--- src/rtl/uart_rx_fifo.sv ---
// uart_rx_fifo: 8N1 UART receiver feeding a show-ahead byte FIFO.
// Single clock domain; rx is brought in through a 2-flop synchroniser.
module uart_rx_fifo #(
    parameter int CLKS_PER_BIT = 104,
    parameter int FIFO_DEPTH   = 16,
    parameter int AW           = 4
) (
    input  logic          clk,
    input  logic          rst_n,
    input  logic          rx,
    input  logic          rd_en,
    output logic [7:0]    rd_data,
    output logic          empty,
    output logic          full,
    output logic [AW:0]   count,
    output logic          frame_err,
    output logic          overrun
);

    localparam int TW = $clog2(CLKS_PER_BIT);
    localparam logic [TW-1:0] T_HALF = TW'(CLKS_PER_BIT / 2 - 1);
    localparam logic [TW-1:0] T_FULL = TW'(CLKS_PER_BIT - 1);
    localparam logic [AW:0]   DEPTH  = (AW + 1)'(FIFO_DEPTH);

    typedef enum logic [2:0] {
        S_IDLE,
        S_START,
        S_DATA,
        S_STOP,
        S_BREAK
    } state_e;

    state_e          state_q, state_d;
    logic            sync1_q, sync1_d;
    logic            rxs_q, rxs_d;
    logic [TW-1:0]   timer_q, timer_d;
    logic [2:0]      bit_idx_q, bit_idx_d;
    logic [7:0]      shift_q, shift_d;
    logic [AW-1:0]   wr_ptr_q, wr_ptr_d;
    logic [AW-1:0]   rd_ptr_q, rd_ptr_d;
    logic [AW:0]     count_q, count_d;
    logic            frame_err_q, frame_err_d;
    logic            overrun_q, overrun_d;
    logic [7:0]      mem_q [FIFO_DEPTH];

    logic            push_req;
    logic            do_push;
    logic            pop;
    logic            is_full;
    logic            is_empty;

    // Synchroniser stages: pin -> sync1 -> rxs
    always_comb begin
        sync1_d = rx;
        rxs_d   = sync1_q;
    end

    // Receive FSM: bit timing, sampling and frame decision
    always_comb begin
        state_d     = state_q;
        timer_d     = timer_q;
        bit_idx_d   = bit_idx_q;
        shift_d     = shift_q;
        push_req    = 1'b0;
        frame_err_d = 1'b0;
        unique case (state_q)
            S_IDLE: begin
                if (!rxs_q) begin
                    state_d = S_START;
                    timer_d = '0;
                end
            end
            S_START: begin
                if (timer_q == T_HALF) begin
                    timer_d = '0;
                    if (!rxs_q) begin
                        state_d   = S_DATA;
                        bit_idx_d = 3'd0;
                    end else begin
                        state_d = S_IDLE;
                    end
                end else begin
                    timer_d = timer_q + 1'b1;
                end
            end
            S_DATA: begin
                if (timer_q == T_FULL) begin
                    timer_d   = '0;
                    shift_d   = {rxs_q, shift_q[7:1]};
                    bit_idx_d = bit_idx_q + 3'd1;
                    if (bit_idx_q == 3'd7) begin
                        state_d = S_STOP;
                    end
                end else begin
                    timer_d = timer_q + 1'b1;
                end
            end
            S_STOP: begin
                if (timer_q == T_FULL) begin
                    timer_d = '0;
                    if (rxs_q) begin
                        push_req = 1'b1;
                        state_d  = S_IDLE;
                    end else begin
                        frame_err_d = 1'b1;
                        state_d     = S_BREAK;
                    end
                end else begin
                    timer_d = timer_q + 1'b1;
                end
            end
            S_BREAK: begin
                if (rxs_q) begin
                    state_d = S_IDLE;
                end
            end
            default: begin
                state_d = S_IDLE;
            end
        endcase
    end

    // FIFO control: a pop in the same cycle frees the slot for a push
    always_comb begin
        is_full   = (count_q == DEPTH);
        is_empty  = (count_q == '0);
        pop       = rd_en && !is_empty;
        do_push   = push_req && (!is_full || pop);
        overrun_d = push_req && is_full && !pop;
        wr_ptr_d  = do_push ? wr_ptr_q + 1'b1 : wr_ptr_q;
        rd_ptr_d  = pop ? rd_ptr_q + 1'b1 : rd_ptr_q;
        count_d   = count_q;
        if (do_push && !pop) begin
            count_d = count_q + 1'b1;
        end else if (pop && !do_push) begin
            count_d = count_q - 1'b1;
        end
    end

    // State registers with synchronous active-low reset
    always_ff @(posedge clk) begin
        if (!rst_n) begin
            state_q     <= S_IDLE;
            sync1_q     <= 1'b1;
            rxs_q       <= 1'b1;
            timer_q     <= '0;
            bit_idx_q   <= '0;
            shift_q     <= '0;
            wr_ptr_q    <= '0;
            rd_ptr_q    <= '0;
            count_q     <= '0;
            frame_err_q <= 1'b0;
            overrun_q   <= 1'b0;
        end else begin
            state_q     <= state_d;
            sync1_q     <= sync1_d;
            rxs_q       <= rxs_d;
            timer_q     <= timer_d;
            bit_idx_q   <= bit_idx_d;
            shift_q     <= shift_d;
            wr_ptr_q    <= wr_ptr_d;
            rd_ptr_q    <= rd_ptr_d;
            count_q     <= count_d;
            frame_err_q <= frame_err_d;
            overrun_q   <= overrun_d;
        end
    end

    // Byte storage; contents are don't-care until pushed
    always_ff @(posedge clk) begin
        if (rst_n && do_push) begin
            mem_q[wr_ptr_q] <= shift_q;
        end
    end

    // Outputs come from registers only; head reads zero when empty
    always_comb begin
        rd_data   = is_empty ? 8'h00 : mem_q[rd_ptr_q];
        empty     = is_empty;
        full      = is_full;
        count     = count_q;
        frame_err = frame_err_q;
        overrun   = overrun_q;
    end

endmodule

--- config.mk ---
export PLATFORM = sky130hd
export DESIGN_NAME = uart_rx_fifo
export DESIGN_NICKNAME = d
export VERILOG_FILES = /design/src/rtl/uart_rx_fifo.sv
export SDC_FILE = /design/constraint.sdc
export NUM_CORES = 1
export LEC_CHECK = 0
export BUFFER_PORTS_ARGS = -buffer_cell sky130_fd_sc_hd__buf_2
export CAP_MARGIN = 20
export CELL_PAD_IN_SITES_DETAIL_PLACEMENT = 0
export CELL_PAD_IN_SITES_GLOBAL_PLACEMENT = 1
export CORE_MARGIN = 5
export CORE_UTILIZATION = 55
export CTS_BUF_LIST = sky130_fd_sc_hd__clkbuf_8
export DETAILED_ROUTE_END_ITERATION = 12
export PLACE_DENSITY_LB_ADDON = 0.12
export SLEW_MARGIN = 20
export SYNTH_ARGS = -nofsm -noshare
export SYNTH_HDL_FRONTEND = slang
export SYNTH_SLANG_ARGS = --single-unit
export TNS_END_PERCENT = 30
--- constraint.sdc ---
create_clock -name clk -period 3.8 [get_ports clk]
set_input_delay 0.19 -clock clk [delete_from_list [all_inputs] [get_ports clk]]
set_output_delay 0.19 -clock clk [all_outputs]
set_load 0.005 [all_outputs]
## Word-level counts from Yosys, hierarchy flattened

Memories as Yosys holds them, arrays and structs flattened. A register that Yosys moved wholly into a read port is not among the register bits.
Cells that the tools add are included.
Widths: inputs -> output; s select.

- Equal/unequal tests: 15
- Bitwise gates (word level): 0
- Shifts and indexed selects: 0
- Divide/modulo/power cells: 0
- Add/subtract/negate cells: 6
- Reduce and logical (&&, ||, !) cells: 23
- Multiply operators: 0
- Magnitude comparators: 0
- Multiplexer cells: 28

Operators with widths:

| operator | count |
|---|---|
| $mux 3 | 10 |
| $mux 7 | 3 |
| $pmux 7 s3 | 1 |
| $pmux 3 s5 | 1 |
| $ne 2x2->1 const B | 7 |
| $mux 5 | 2 |
| $add 4x1->4 const B | 2 |
| $mux 4 | 2 |
| $mux 8 | 1 |
| $add 7x1->7 const B | 1 |
| $eq 7x6->1 const B | 1 |
| $eq 7x7->1 const B | 1 |
| $logic_and 1x1->1 | 7 |
| $eq 3x2->1 const B | 2 |
| $eq 3x3->1 const B | 2 |
| $mux 1 | 6 |
| $pmux 3 s2 | 1 |
| $reduce_and 6->1 | 1 |
| $add 5x1->5 const B | 1 |
| $eq 5x5->1 const B | 1 |
| $logic_not 5->1 | 1 |
| $sub 5x1->5 const B | 1 |
| $logic_not 1->1 | 4 |
| $reduce_and 2->1 | 2 |
| 10 further kinds | 11 |

- Logic and storage cells: 84
- Register bits: 38
- Bits in writable memories: 128
- Memories: 1
- Latch bits: 0
- Output and inout port bits: 17
- Memory bits (read-only): 0
- Input bits: 4

Memory list:

| name | words | width | rd ports | clocked after Yosys merged registers in | write ports | RTL line | source |
|---|---|---|---|---|---|---|---|
| mem_q | 16 | 8 | 1 | 1 | 1 | 44 | `logic [7:0] mem_q [FIFO_DEPTH];` |

## Logic depth before layout (Yosys ltp)

Gate-level depths: netlist (run 1).

- Depth after elaboration: 9
- Gate-level depth with buffers: 13
- Mapped depth without buffers: 12

## Worst setup path before layout (run 1)

Ideal clock, no wire load.

- Path kind: reg2reg
- Start point: register timer_q[0]
- End point: register count_q[4] (netlist: count[4])
- Stages on the path, launching flop included: 14
- Library setup time: 0.072 ns
- Buffers on the path: 1
- Period minus slack after synthesis: 2.918 ns
- Slack: 0.882 ns
- Arrival time: 2.846 ns
- Data required time: 3.728 ns
- Cells stage by stage: dfxtp_1 ha_1 and2_1 nand4_4 or3_1 buf_6 inv_2 ha_1 inv_1 fa_1 a21o_1 a21oi_1 mux2i_1 mux2i_1

- Longest elaborated chain between the ends: 7
- Elaborated cells on any way between the ends: 9
- Classes of those cells: 1 x eq/ne; 3 x mux; 5 x reduce/logical

Ends and longest elaborated chain:

| item | RTL line | source |
|---|---|---|
| start, declared | 36 | `logic [TW-1:0] timer_q, timer_d;` |
| start signal, assigned | 158 | `timer_q <= timer_d;` |
| $eq 7x7->1 (*) | 99 | `if (timer_q == T_FULL) begin` |
| $mux 1 (*) | 99 |  |
| $mux 1 (*) | 66 | `unique case (state_q)` |
| $logic_and 1x1->1 (*) | 128 | `do_push = push_req && (!is_full \|\| pop);` |
| $logic_not 1->1 | 135 | `end else if (pop && !do_push) begin` |
| $logic_and 1x1->1 | 135 |  |
| $reduce_bool 2->1 (no line) | - |  |
| end signal, assigned | 163 | `count_q <= count_d;` |
| end, declared | 41 | `logic [AW:0] count_q, count_d;` |

Every way passes the cells marked *; elsewhere a longest branch is shown, timed or not.
A chain may end at the register's enable or synchronous reset.

## Worst setup path after layout (run 1)

Ends and elaborated chain as after synthesis.

==> flow_metrics.py, run 1 <==
metrics = {
    "final_layout": {
        "final_area_um2": 7782,
        "final_nets": 502,
        "area_growth_pct": 10.95,
        "drive_above_1_share": 0.2269,
        "post_layout_nonfiller_instances": 670,
        "diodes": 0,
    },
    "grt": {
        "grt_pass1_wl_mm": 21.67,
        "grt_remaining_overflow": 0,
        "first_global_vias": 3986,
        "grt_antenna_before_repair": 0,
        "grt_start_max_net_pins": 33,
        "grt_usage": 0.1959,
    },
    "sta": {
        "fin_crit_sh": 0.8162,
        "hold_viol": 0,
        "finalCriticalPeriod_ps": 3101,
        "fmax_ghz": 0.3224,
        "maxSlewViolCount": 0,
        "max_slew.worst_pin.slew_ps": 830.7,
        "skew_ps": 7.758,
        "finalSetupTns_ps": 0,
        "rsz0062_at_grt": "false",
        "timing.max_slew.rel_slack": 0.4456,
        "setup_viol": 0,
    },
    "setup_path": {
        "worst_ep_arrival_time_ps": 3480,
        "worst_setup_path_end_kind": "register",
        "worst_setup_path_start_kind": "register",
        "cp_data_required_time_ps": 4180,
        "crit_path_cell_trace": "ha_1 > and2_1 > nand4_4 > or3_1 > inv_2 > ha_1 > inv_1 > fa_1 > a21o_1 > a21oi_1 > mux2i_1 > mux2i_1",
        "cp_slowest_stage_delay_ps": 430,
        "worst-path-max-fanout": 8,
        "critPathKind": "register to register",
        "critical_path.slowest_cell": "fa_1",
    },
    "drt": {
        "drt_drc_violations_left": 0,
        "detail-route-antenna-nets": 0,
        "avgRoutedWirePerCell_um": 19.66,
        "drt-vias-per-instance": 5.725,
        "count_of_routing_violations_after_the_opening_detailed_route_iteration": 312,
        "detail_route.first_pass.iterations": 4,
        "route.vias.total": 3836,
        "routed_wl_mm": 13.18,
    },
    "synthesis": {
        "dominantRegCellSynth": "edfxtp_1",
        "post_synth_fa_ha_maj_area_fraction": 0.02426,
        "synth-compound-area-share": 0.05120,
        "yosys_warnings": 0,
        "synth.avg_cell_area_um2": 15.62,
        "library_cell_with_the_largest_summed_area_after_synthesis": "edfxtp_1",
        "synth.ff_latch_count": 170,
        "mappedNetlistArea_um2": 7014,
        "yosys-top-cells-area": "edfxtp_1, dfxtp_1, mux4_2, mux2i_1, ha_1",
        "synth_xor_area_frac": 0.006243,
        "synthCells": 449,
        "fraction_of_synthesized_area_in_multiplexers": 0.1456,
        "netlist-cell-type-count": 53,
        "synth_async_reset_ratio": 0,
        "synth_top_family_by_area": "multiplexers",
        "yosysTopAreaCellShare": 0.5480,
        "synthesis.nets": 466,
        "share_of_synthesized_cell_area_in_and_or_nand_and_nor_gates": 0.08152,
        "sequential_share_of_the_synthesized_area": 0.6679,
        "synth_edf_count": 128,
    },
    "power": {
        "sequential_power_share": 0.514,
        "intPower_mw": 3.007,
        "proportion_of_total_power_due_to_net_switching": 0.2541,
        "power-per-cell-area_nw_per_um2": 518.1,
        "total_leakage_power_nw": 2.659,
        "vdd_ir_drop_max_v": 0.0003686,
        "power_mw": 4.032,
        "total_switching_power_mw": 1.024,
        "share_clk_of_total_power": 0.311,
        "p_comb_frac": 0.175,
    },
    "floorplan": {
        "num_rows": 41,
        "number_of_top_level_pins": 21,
        "initial_utilization": 0.5581,
        "core-area_um2": 12570,
        "chip_width_um": 122.9,
        "die_area_um2": 15110,
        "chipHeight_um": 122.9,
    },
    "cts": {
        "cts_resized": 0,
        "max-clock-path-buffers": 2,
        "worst_setup_hold_path_clk_slew_ps": 80,
        "ctsHtreeMaxLevel": 4,
        "post_cts_setup_buffer_count": 0,
        "cts_root_buf": "clkbuf_8",
        "clock_sink_count": 170,
        "numCtsBuffers": 17,
        "clk_latency_ps": 450,
        "cts_tree": "yes",
    },
    "outcome": {
        "outcome": "completed",
    },
    "place": {
        "post_dp_cell_area_um2": 7377,
        "placedCellCount": 637,
        "buffer_ports.inserted": 20,
        "dp_hpwl_mm": 8.521,
        "finalWeightedCongestion": 0.8217,
    },
    "run": {
        "cap_violations": 0,
    },
    "worst_hold_path": {
        "worstHoldPathType": "primary input to register",
    },
}
==> state kept, by name, indices dropped and copies added (netlist names), named ones only <==
signal,cells
frame_err,1
bit_idx_q,3
rxs_q,1
wr_ptr_q,4
mem_q,128
state_q,3
timer_q,7
count,5
shift_q,8
overrun,1
rd_ptr_q,4
rxs_d,1
==> cell type report <==
class	instances	area, um^2
clock buffers	17	234.0
flip-flops and latches	170	4686
fillers	951	4786
well taps	172	215.2
repair buffers	43	275.3
multi-input cells	241	2166
clock inverters	15	161.4
inverters	12	45.04
==> worst max-delay path, delay by kind of cell, from the launching register on <==
kind	cells	cell delay, ps
AO/OA/AOI/OAI	2	360
multiplexers	2	420
AND/OR/NAND/NOR	3	850
flip-flops	1	380
buffers and inverters	2	210
adder cells (fa/ha/maj)	3	820
==> placed cells by master (no fill, tap or decap), types with 3 or more instances in the layout <==
cell,Yosys,final
buf_2,5,20
o21ai_0,4,4
o2111ai_1,3,3
mux2i_1,30,30
edfxtp_1,128,128
a21oi_1,13,13
clkbuf_8,0,17
bufinv_16,0,3
inv_1,11,14
nor2_1,30,30
clkinv_4,0,4
mux4_2,32,32
nor3_1,11,11
a21o_1,3,3
nand4_1,3,3
ha_1,12,12
o21a_1,4,4
o22ai_1,8,8
nand2_1,24,24
buf_4,0,22
xor2_1,4,4
dfxtp_1,42,41
nand3_1,9,9
nand2b_1,4,4
nor4_1,6,6
o211ai_1,7,7
==> power by group through the flow <==
stage               Combinational, mW  Sequential, mW  Clock [mW]
finish                          0.706            2.07        1.25
global route                    0.781            2.08        1.38
CTS                             0.722            2.07        1.28
detailed placement              0.719            2.12           0
global placement                0.709            2.11           0
floorplan                       0.556            2.07           0
==> worst paths after layout <==
kind	startpoint	depth (start not counted)	end	slack [ps]
setup reg to reg	timer_q[0]	12	count[4]	700
hold reg to reg	rxs_d	1	rxs_q	420
setup / recovery	timer_q[0]	12	count[4]	700
hold / removal	rd_en	3	overrun	150
==> cells in the mapped netlist (all sizes together) (2+ instances only) <==
library cell  count
a21boi            2
inv              12
and4bb            2
mux2i            30
mux4             32
clkbuf           15
o22ai             8
or2               2
nand2b            4
o21a              4
nand4             4
ha               12
o211ai            7
o21ai             6
nand2            24
nand3             9
xor2              4
and3              2
o31ai             2
nor4              8
o2111ai           3
nor3             12
edfxtp          128
nor2             30
dfxtp            42
or3               2
buf              11
or4               2
a21o              3
a21oi            13
==> routing by layer <==
layer	wire length, um	track usage
met4	114	0.06088
met2	6789	0.3290
met5	0	0
met1	5756	0.2548
met3	514	0.04666
==> cells by family (layout without fill, tap and decap cells) <==
logic type / after synthesis / in the layout
compound gates: 54 / 54
xor+xnor: 5 / 5
fa+ha+maj: 13 / 13
buf+inv: 38 / 87
flops: 170 / 170
mux: 62 / 62
simple gates: 107 / 107
==> what timing repair did <==
action                                  4_1_cts  5_1_grt
endpoints found under the hold margin         1        0
hold buffers                                  1        0
endpoints found under the setup margin        0        0
==> through the flow <==
step / setup WS (ps) / utilization / hold WS (ps)
4_1_cts: 681.5 / 0.6192 / 116.1
3_5_place_dp: 700.3 / 0.5870 / 375.2
2_1_floorplan: 881.9 / - / 291.5
3_3_place_gp: 789.2 / 0.5870 / 375.8
6_report: 698.5 / 0.6192 / 149.5
5_1_grt: 477.4 / 0.6192 / 126.5
Power figures use the tool's default switching activity.
==> run 2, diff against run 1 <==
Settings changed: CORE_UTILIZATION 55 to 50.
Clock period 3.8 ns to 2.6 ns, I/O delays scaled along.
==> run 2 against run 1 <==
Against the previous run:
- wire length grew 3.8%
- core utilization shrank 4.0 points
- flip-flop and latch count is the same
- worst setup slack lost 660 ps
- clock skew grew 6.6 ps
- sequential power grew 43%
- critical path type unchanged
- critical endpoint unchanged
- largest cell class unchanged
- largest power group unchanged
==> flow_metrics.py, run 2 (synthesis results as in run 1) <==
metrics = {
    "outcome": {
        "outcome": "completed",
    },
    "grt": {
        "first_global_vias": 4123,
        "grt_start_max_net_pins": 33,
        "grt_usage": 0.1811,
        "grt_antenna_before_repair": 0,
        "grt_remaining_overflow": 0,
        "grt_pass1_wl_mm": 22.25,
    },
    "drt": {
        "drt-vias-per-instance": 5.582,
        "drt_drc_violations_left": 0,
        "route.vias.total": 3930,
        "count_of_routing_violations_after_the_opening_detailed_route_iteration": 287,
        "detail-route-antenna-nets": 0,
        "routed_wl_mm": 13.67,
        "avgRoutedWirePerCell_um": 19.42,
        "detail_route.first_pass.iterations": 4,
    },
    "final_layout": {
        "final_nets": 530,
        "mostFrequentLayoutCells": "edfxtp_1, buf_4, dfxtp_1",
        "drive_above_1_share": 0.2958,
        "largest_register_ffs": 128,
        "reg.largest.list": "mem_q (128), shift_q (8), timer_q (7)",
        "area_growth_pct": 14.27,
        "top_reg_by_flops": "mem_q",
        "fillerInstances": 1097,
        "diodes": 0,
        "finish.utilization": 0.5797,
        "most_common_cell_after_layout_fill_and_taps_aside": "edfxtp_1",
        "multi_input_comb_area_um2": 2225,
        "regArea_um2": 4693,
        "final_area_um2": 8015,
    },
    "setup_path": {
        "critPathKind": "register to register",
        "cp_data_required_time_ps": 2970,
        "worst-path-max-fanout": 5,
        "worst_ep_arrival_time_ps": 2930,
        "cp_slowest_stage_delay_ps": 380,
        "critical_path.slowest_cell": "dfxtp_2",
        "crit_path_cell_trace": "ha_4 > and2_4 > nand4_4 > or3_4 > inv_4 > ha_4 > inv_4 > fa_2 > a21o_1 > a21oi_2 > mux2i_2 > mux2i_1",
        "worst_setup_path_start_kind": "register",
        "worst_setup_path_end_kind": "register",
    },
    "sta": {
        "max_slew.worst_pin.slew_ps": 692.3,
        "finalCriticalPeriod_ps": 2560,
        "maxSlewViolCount": 0,
        "finalWorstSetupSlack_ps": 39.96,
        "timing.max_slew.rel_slack": 0.5378,
        "rsz0062_at_grt": "true",
        "fin_crit_sh": 0.9846,
        "hold_viol": 0,
        "setup_viol": 0,
        "skew_ps": 14.36,
        "finalSetupTns_ps": 0,
        "fmax_ghz": 0.3906,
    },
    "power": {
        "power_mw": 5.810,
        "power-per-cell-area_nw_per_um2": 724.8,
        "vdd_ir_drop_max_v": 0.0004749,
        "total_leakage_power_nw": 2.773,
    },
    "cts": {
        "clock_sink_count": 170,
        "clk_latency_ps": 450,
        "worst_setup_hold_path_clk_slew_ps": 80,
        "ctsHtreeMaxLevel": 4,
        "numCtsBuffers": 17,
        "cts_tree": "yes",
        "max-clock-path-buffers": 2,
        "cts_root_buf": "clkbuf_8",
    },
    "place": {
        "buffer_ports.inserted": 20,
        "preCtsSetupSlack_ps": -84.86,
        "finalWeightedCongestion": 0.7993,
        "post_dp_cell_area_um2": 7651,
        "dp_hpwl_mm": 8.885,
    },
    "worst_hold_path": {
        "worstHoldPathType": "primary input to register",
    },
    "run": {
        "cap_violations": 0,
    },
    "floorplan": {
        "chip_width_um": 128.4,
        "chipHeight_um": 128.4,
        "die_area_um2": 16500,
        "num_rows": 43,
        "number_of_top_level_pins": 21,
        "core-area_um2": 13830,
        "initial_utilization": 0.5073,
    },
}
## run 2: changes by cell type in the layout (fill, tap and decap cells not counted), sizes merged
| cell | change |
|---|---|
| buf | +28 |
| bufinv | -2 |
| clkinvlp | +1 |
| inv | -1 |
## run 2: where the power goes
| part | total, mW | switching, mW | internal, mW |
|---|---|---|---|
| Combinational | 1.27 | 0.616 | 0.656 |
| Clock | 1.58 | 0.863 | 0.718 |
| Sequential | 2.96 | 0.0296 | 2.93 |
## run 2: per-layer routing
layer | vias to the layer above | track usage | share of wire
li1 | 1877 | - | -
met1 | 1949 | 0.2353 | 0.43
met2 | 86 | 0.3037 | 0.51
met3 | 18 | 0.04110 | 0.038
met4 | 0 | 0.05993 | 0.017
met5 | - | 0 | 0
## run 2: timing repair
action,CTS,global route
setup endpoints to repair,2,2
setup buffers,0,1
hold buffers,1,0
hold endpoints to repair,1,0
resized for setup,2,2
pin swaps,3,2
## run 2: cell type report
cell class              count  area share
inverters                  12    0.006244
well taps                 180     0.02810
clock inverters            13     0.01124
flip-flops and latches    170      0.5855
repair buffers             71     0.06213
multi-input cells         241      0.2776
clock buffers              17     0.02919
## run 2: stage by stage
stage,hold slack [ps],instances
6_report,135.3,704
2_1_floorplan,231.5,449
3_5_place_dp,318.7,672
3_3_place_gp,318.1,672
5_1_grt,146.5,704
4_1_cts,97.77,703
## run 2: worst max-delay path, delay by kind of cell, from the launching register on
| kind | cells | cell delay [ps] |
|---|---|---|
| compound gates | 2 | 320 |
| simple gates | 3 | 600 |
| buf+inv | 2 | 120 |
| mux | 2 | 460 |
| flops | 1 | 380 |
| fa+ha+maj | 3 | 600 |
## run 2: path summary, 6_finish.rpt
check | endpoint | cells past startpoint | slack [ps] | startpoint
max | count[4] | 12 | 40 | timer_q[1]
min | rxs_d | 2 | 140 | rst_n
max reg2reg | count[4] | 12 | 40 | timer_q[1]
min reg2reg | rxs_q | 1 | 420 | rxs_d
==> run 3, diff against run 2 <==
Settings changed: CORE_UTILIZATION 50 to 55.
Clock period 2.6 ns to 2.7 ns, I/O delays scaled along.
==> run 3 against run 2 <==
Against the previous run:
- die area decreased by 8.4%
- worst setup slack gained 76 ps
- final cell count down 1.7%
- core utilization is 6.3 points higher
- global-route usage rose by 1.6 points
- worst hold slack lost 21 ps
- first-iteration DRC count down 6.3%
- critical path depth unchanged
- largest power group unchanged
==> flow_metrics.py, run 3 (synthesis results as in run 1) <==
metrics = {
    "power": {
        "total_leakage_power_nw": 2.803,
        "vdd_ir_drop_max_v": 0.0004454,
        "power-per-cell-area_nw_per_um2": 742.0,
    },
    "floorplan": {
        "num_rows": 41,
        "die_area_um2": 15110,
        "core-area_um2": 12570,
        "number_of_top_level_pins": 21,
        "chipHeight_um": 122.9,
        "chip_width_um": 122.9,
        "initial_utilization": 0.5581,
    },
    "grt": {
        "grt.met1_usage": 0.2491,
        "grt_start_max_net_pins": 33,
        "grt_usage": 0.1968,
        "grt_pass1_wl_mm": 21.75,
        "busiest_layer": "met2",
        "grt_remaining_overflow": 0,
        "globalRouteMet3Util": 0.04895,
        "grt_antenna_before_repair": 0,
        "grt_util_met2": 0.3341,
        "first_global_vias": 4073,
    },
    "sta": {
        "maxSlewViolCount": 0,
        "rsz0062_at_grt": "false",
        "skew_ps": 9.412,
        "finalCriticalPeriod_ps": 2584,
        "timing.max_slew.rel_slack": 0.5895,
        "finalWorstSetupSlack_ps": 115.9,
        "fmax_ghz": 0.3870,
        "hold_viol": 0,
        "setup_viol": 0,
        "fin_crit_sh": 0.9571,
        "max_slew.worst_pin.slew_ps": 614.9,
    },
    "cts": {
        "worst_setup_hold_path_clk_slew_ps": 80,
        "max-clock-path-buffers": 2,
        "clock_sink_count": 170,
        "ctsHtreeMaxLevel": 4,
        "cts_root_buf": "clkbuf_8",
        "cts_tree": "yes",
        "numCtsBuffers": 17,
        "clk_latency_ps": 450,
    },
    "setup_path": {
        "critPathKind": "register to register",
        "crit_path_cell_trace": "ha_4 > and2_4 > nand4_4 > or3_4 > inv_4 > ha_4 > inv_4 > fa_2 > a21o_1 > a21oi_2 > mux2i_1 > mux2i_1",
        "worst_setup_path_end_kind": "register",
        "worst-path-max-fanout": 5,
        "critical_path.slowest_cell": "dfxtp_2",
        "worst_setup_path_start_kind": "register",
        "worst_ep_arrival_time_ps": 2970,
        "cp_slowest_stage_delay_ps": 360,
        "cp_data_required_time_ps": 3090,
    },
    "outcome": {
        "outcome": "completed",
    },
    "drt": {
        "avgRoutedWirePerCell_um": 19.44,
        "drt-vias-per-instance": 5.740,
        "drt_drc_violations_left": 0,
        "count_of_routing_violations_after_the_opening_detailed_route_iteration": 269,
        "routed_wl_mm": 13.45,
        "detail-route-antenna-nets": 0,
        "detail_route.first_pass.iterations": 4,
        "route.vias.total": 3972,
    },
    "place": {
        "post_dp_cell_area_um2": 7564,
        "buffer_ports.inserted": 20,
        "dp_hpwl_mm": 8.660,
        "finalWeightedCongestion": 0.8467,
        "preCtsSetupSlack_ps": -15.03,
    },
    "final_layout": {
        "mostFrequentLayoutCells": "edfxtp_1, buf_4, dfxtp_1",
        "area_growth_pct": 15.20,
        "drive_above_1_share": 0.2923,
        "reg.largest.list": "mem_q (128), shift_q (8), timer_q (7)",
        "diodes": 0,
        "top_reg_by_flops": "mem_q",
        "most_common_cell_after_layout_fill_and_taps_aside": "edfxtp_1",
        "largest_register_ffs": 128,
        "final_area_um2": 8080,
        "final_nets": 524,
    },
    "worst_hold_path": {
        "worstHoldPathType": "primary input to register",
    },
    "run": {
        "cap_violations": 0,
    },
}
## run 3: worst paths after layout
check | start | endpoint | slack (ps) | cells past startpoint
hold / removal | rst_n | rxs_d | 110 | 2
setup reg to reg | timer_q[0] | count[4] | 120 | 12
hold reg to reg | rxs_d | rxs_q | 420 | 1
setup / recovery | timer_q[0] | count[4] | 120 | 12
## run 3: where the power goes
part	switching, mW	internal [mW]
Sequential	0.0731	2.82
Combinational	0.543	0.612
Clock	0.862	1.09
Total	1.48	4.52
## run 3: routing by layer
layer	wire, um	up-vias
li1	-	1871
met1	5595	1990
met2	6958	91
met3	684	20
met4	213	0
met5	0	-
## run 3: final cells by class
| cell class | instances | area, um^2 |
|---|---|---|
| multi-input cells | 241 | 2230 |
| flip-flops and latches | 170 | 4692 |
| clock inverters | 15 | 206.4 |
| well taps | 172 | 215.2 |
| repair buffers | 65 | 452.9 |
| fillers | 928 | 4488 |
| inverters | 12 | 50.05 |
| clock buffers | 17 | 234.0 |
## run 3: critical path, delay by kind of cell (launching register included)
kind	cells	cell delay, ps
mux	2	430
fa+ha+maj	3	620
buf+inv	2	130
compound gates	2	330
flops	1	360
simple gates	3	640
## run 3: repair_timing
action | 4_1_cts | 5_1_grt
gates resized for setup | 1 | 5
pin swaps | 0 | 5
setup endpoints to repair | 2 | 2
setup buffers | 0 | 5
cloned | 0 | 0
hold buffers | 1 | 0
hold endpoints to repair | 1 | 0
## run 3: metrics by stage
step           power [mW]  hold slack, ps    util  setup TNS, ps  instances
6_report            5.995           114.3  0.6429              0        692
5_1_grt             6.270           104.0  0.6429              0        692
4_1_cts             6.017           84.34  0.6380              0        687
3_5_place_dp        4.083           319.1  0.6018         -15.03        654
3_3_place_gp        4.062           318.5  0.6018              0        654
2_1_floorplan       3.743           236.5       -              0        449
